[src/rtl/inst_fetch_mem.sv]
`default_nettype none
// ============================================================================
// Module   : inst_fetch_mem
// Purpose  : Instruction memory with a registered, handshaked fetch port and
//            a program-load write port. Optional macro: IMEM_BOUNDS_CHECK_EN
// Revision : 1.0 - initial release
// ============================================================================
module inst_fetch_mem #(
   parameter int          DEPTH    = 64,
   parameter int          ADDR_W   = 32,
   parameter logic [31:0] NOP_WORD = 32'h0000_0000
) (
   input  logic              clk,
   input  logic              rst_n,
   input  logic              fetch_req,
   input  logic [ADDR_W-1:0] fetch_addr,
   output logic              fetch_ready,
   output logic              inst_valid,
   output logic [31:0]       inst,
   input  logic              inst_ready,
   output logic              fault,
   input  logic              load_en,
   input  logic [ADDR_W-1:0] load_addr,
   input  logic [31:0]       load_data
);

   localparam int c_idx_w = $clog2(DEPTH);

   typedef enum logic [0:0] {
      IDLE = 1'b0,
      RESP = 1'b1
   } state_t;

   state_t r_state;
   state_t w_state_nxt;

   logic [31:0]        r_mem [DEPTH];
   logic [31:0]        r_inst;
   logic               r_fault;
   logic [c_idx_w-1:0] w_fetch_idx;
   logic [c_idx_w-1:0] w_load_idx;
   logic               w_fetch_fault;
   logic               w_load_fault;
   logic               w_accept;
   logic               w_unused_bits;

   assign w_fetch_idx = fetch_addr[2 +: c_idx_w];
   assign w_load_idx  = load_addr[2 +: c_idx_w];

`ifdef IMEM_BOUNDS_CHECK_EN
   // Extra MSB keeps the limit representable when 4*DEPTH == 2**ADDR_W.
   localparam logic [ADDR_W:0] c_limit = (ADDR_W+1)'(4 * DEPTH);
   assign w_fetch_fault = (fetch_addr[1:0] != 2'b00) || ({1'b0, fetch_addr} >= c_limit);
   assign w_load_fault  = (load_addr[1:0]  != 2'b00) || ({1'b0, load_addr}  >= c_limit);
`else
   assign w_fetch_fault = 1'b0;
   assign w_load_fault  = 1'b0;
`endif

   // Address bits outside the word index are only consulted by the bounds check.
   assign w_unused_bits = &{1'b0, fetch_addr, load_addr, NOP_WORD};

   assign fetch_ready = rst_n && !load_en && ((r_state == IDLE) || inst_ready);
   assign w_accept    = fetch_req && fetch_ready;
   assign inst_valid  = (r_state == RESP);
   assign inst        = r_inst;
   assign fault       = r_fault;

   // Storage is deliberately not reset; a load during reset is dropped.
   always_ff @(posedge clk) begin
      if (rst_n && load_en && !w_load_fault) begin
         r_mem[w_load_idx] <= load_data;
      end
   end

   always_ff @(posedge clk) begin
      if (!rst_n) begin
         r_state <= IDLE;
      end else begin
         r_state <= w_state_nxt;
      end
   end

   always_comb begin
      w_state_nxt = r_state;
      if (w_accept) begin
         w_state_nxt = RESP;
      end else if ((r_state == RESP) && inst_ready) begin
         w_state_nxt = IDLE;
      end
   end

   always_ff @(posedge clk) begin
      if (!rst_n) begin
         r_inst  <= 32'h0;
         r_fault <= 1'b0;
      end else if (w_accept) begin
         r_inst  <= w_fetch_fault ? NOP_WORD : r_mem[w_fetch_idx];
         r_fault <= w_fetch_fault;
      end
   end

endmodule
`default_nettype wire

[config.mk]
export PLATFORM = sky130hd
export DESIGN_NAME = inst_fetch_mem
export DESIGN_NICKNAME = d
export VERILOG_FILES = /design/src/rtl/inst_fetch_mem.sv
export SDC_FILE = /design/constraint.sdc
export NUM_CORES = 2
export LEC_CHECK = 0
export ABC_CLOCK_PERIOD_IN_PS = 4100
export CAP_MARGIN = 15
export CORE_ASPECT_RATIO = 1.5
export CORE_MARGIN = 4
export CORE_UTILIZATION = 62
export CTS_CLUSTER_SIZE = 40
export DETAILED_ROUTE_END_ITERATION = 7
export PLACE_DENSITY = 0.79
export SLEW_MARGIN = 20
export SYNTH_ARGS = -nofsm -noshare
export SYNTH_HDL_FRONTEND = slang
export SYNTH_SLANG_ARGS = --single-unit
[constraint.sdc]
create_clock -name clk -period 4.1 [get_ports clk]
set_input_delay 1.025 -clock clk [delete_from_list [all_inputs] [get_ports clk]]
set_output_delay 1.025 -clock clk [all_outputs]
set_load 0.05 [all_outputs]
==> results.txt <==
crit start category - primary input
Seq/Total Area, Yosys - 0.7784
top-level I/O count - 136
Register-to-Register Path Depth - 6
post-route clock skew - 21.81 ps
chip width - 301.0 µm
Distinct cells, synth - 55
CTS tree - done
slowest stage cell, crit path - clkdlybuf4s50_1
grt total ovfl - 0
register area - 62160 µm²
R2R Setup Slk - 1500 ps
Vias/cell - 7.091
synthesized flop and latch total - 2081
Syn Inst Count - 3625
ys async rst share - 0
ranking of synthesized cells by area - edfxtp_1, mux4_2, mux2i_1
layout net count - 3999
Final Setup Violations - 0
crit path kind - in -> out
Max H-tree Level - 4
total of max-cap violations - 0
cts hold-fix bufs - 0
CP peak stage delay - 440 ps
WL/cell - 35.39 µm
crit end category - output port
Final Cycle Share - 0.8238
Final Cell Area - 90140 µm²
Reg-to-Reg End - inst[24]$_SDFFE_PN0P_
Post-synth top flop - edfxtp_1
DR pass1 iterations - 6
vias in the first global route - 41820
number of synthesized flops with an enable pin - 2048
hold crit path type - reg -> reg
Slew Viols, Final - 0
Required @ worst endpoint - 3070 ps
Post-CTS Setup Bufs - 0
routability cong. - 0.8389
critical path cell sequence - clkdlybuf4s50_1 > nand2b_1 > nand2_1 > nor2_1 > buf_12
multi-input combinational cell area - 16940 µm²
TNS Setup - 0 ps
Synth area leader - edfxtp_1
Max clock buf depth - 3
Core Area - 128100 µm²
hold depth - 2
clk_lat worst skew - 820 ps
Synth Net Count - 3726
worst hold start - inst[9]$_SDFFE_PN0P_
Final ANT Viol Nets - 0
FP Rows - 161
GR Util All Layers - 0.3077
PortBufs - 82
final hold slack - 502.1 ps
post-synthesis cell area - 79850 µm²
syn_area_per_cell - 22.03 µm²
Worst slew margin - 0.2354
clock transition at the registers of the reported paths - 70 ps
largest net degree at the start of global routing - 75
Crit Path Max Fanout - 9
reg-to-reg startpoint - inst_valid$_SDFFE_PN0P_
routed vias - 40870
final hold vios - 0
initial antenna violation count - 10
cts bufs inserted - 173
maximum VDD drop - 0.4734 mV
post-CTS sizing - 0
Max Freq - 0.2961 GHz
DIE AREA - 134700 µm²
Residual DRC - 0
fin cells - 5763
WL final - 204000 µm
Clock Sinks - 2081
placed cell areas - 84360 µm²
total power draw - 0.04223 W
Post-Place Cells - 5433
Tmin final - 3377 ps
hpwl dp - 114500 µm
static leakage - 28.56 nW
root buf cell - clkbuf_16
share of cells above drive strength 1 - 0.2713
Die H - 447.5 µm
Syn-to-layout area delta - 12.88%
first-pass GRT wire length - 293100 µm
Hold EP - inst[9]$_SDFFE_PN0P_
initial DRC count - 5634
pwr dens - 468.5 nW/µm²
YS warnings - 0
Worst Tran Pin Value - 1143 ps
outcome - finished, final reports clean
effective utilization at floorplan - 0.6233
RSZ-0062 raised after global routing - no
Synth top area share - 0.7701
fill count - 7207
crit path DAT - 2350 ps
==> flip-flops by register name (all words and copies together), names as in the netlist <==
signal      flops
inst_valid      1
inst           32
r_mem        2048
==> kinds of logic after synthesis <==
logic type	after synthesis	synth area share
other cells	1	0.00004696
simple gates	226	0.01246
flops	2081	0.7784
compound gates	390	0.03612
mux	715	0.1571
buf+inv	212	0.01584
==> report_power, final <==
group	switching (W)	internal (W)	total, W
Clock	0.00743	0.00913	0.0166
Sequential	0.0000716	0.0234	0.0235
Combinational	0.00134	0.000808	0.00215
==> area by class of cell <==
type | count | area share
inverter | 3 | 0.0001249
sequential | 2081 | 0.6896
antenna | 8 | 0.0002221
tap | 1711 | 0.02375
timing repair buffer | 307 | 0.03542
clock buffer | 217 | 0.05176
clock inverter | 104 | 0.01122
multi-input combinational | 1332 | 0.1879
==> critical path: cells and delay by family <==
family,cells,cell delay [ps]
and+or+nand+nor,3,710
buffers and inverters,2,610
==> cells in the final DEF (no fill, tap or decap), types with 30 or more instances in the layout <==
| cell type | count |
|---|---|
| a21oi_1 | 31 |
| a22oi_1 | 33 |
| a31oi_1 | 32 |
| buf_12 | 61 |
| buf_4 | 192 |
| clkbuf_16 | 174 |
| clkdlybuf4s50_1 | 44 |
| clkinv_1 | 35 |
| clkinv_2 | 32 |
| dfxtp_1 | 33 |
| edfxtp_1 | 2048 |
| mux2_2 | 56 |
| mux2i_1 | 220 |
| mux4_2 | 421 |
| nand2_1 | 71 |
| nor2_4 | 64 |
| o21ai_0 | 30 |
| o21ai_1 | 31 |
| o221ai_1 | 38 |
| o22ai_1 | 46 |
==> metal layers <==
metal  vias up  GRT usage  share of wire
met5         -          0        0.00038
met4        10     0.1510          0.057
met3       660    0.06222           0.10
met2      3047     0.5161           0.51
met1     21250     0.3892           0.33
li1      15900          -              -
==> metrics by stage <==
stage	util	setup slack, ps
after global routing	0.7035	674.7
after floorplan	-	465.0
after detailed placement	0.6584	81.84
after CTS	0.7027	747.6
final	0.7036	722.5
after global placement	0.6584	184.3
==> Yosys cell counts (all sizes together), types with 6 or more instances <==
library cell	count
buf	136
nand3	19
o22ai	46
o221a	14
o221ai	38
o21a	17
o21ai	61
mux2	73
mux4	422
a2bb2oi	26
nor2b	11
and2	8
mux2i	220
a21oi	32
a22o	13
a211oi	12
nand2	72
a31oi	32
a32oi	15
dfxtp	33
nor3	7
nor2	86
a22oi	33
nand4	7
nand2b	6
a221oi	29
edfxtp	2048
clkbuf	73
==> worst max-delay path by stage <==
stage	startpoint	end	slack (ps)
after global routing	inst_ready	fetch_ready	670
after floorplan	load_addr[6]	r_mem[16][0]$_DFFE_PP_	470
final	inst_ready	fetch_ready	720
after detailed placement	fetch_addr[4]	inst[4]$_SDFFE_PN0P_	80
after CTS	inst_ready	fetch_ready	750
after global placement	fetch_addr[4]	inst[4]$_SDFFE_PN0P_	180
Note: power is estimated with default switching activity, not from simulation.
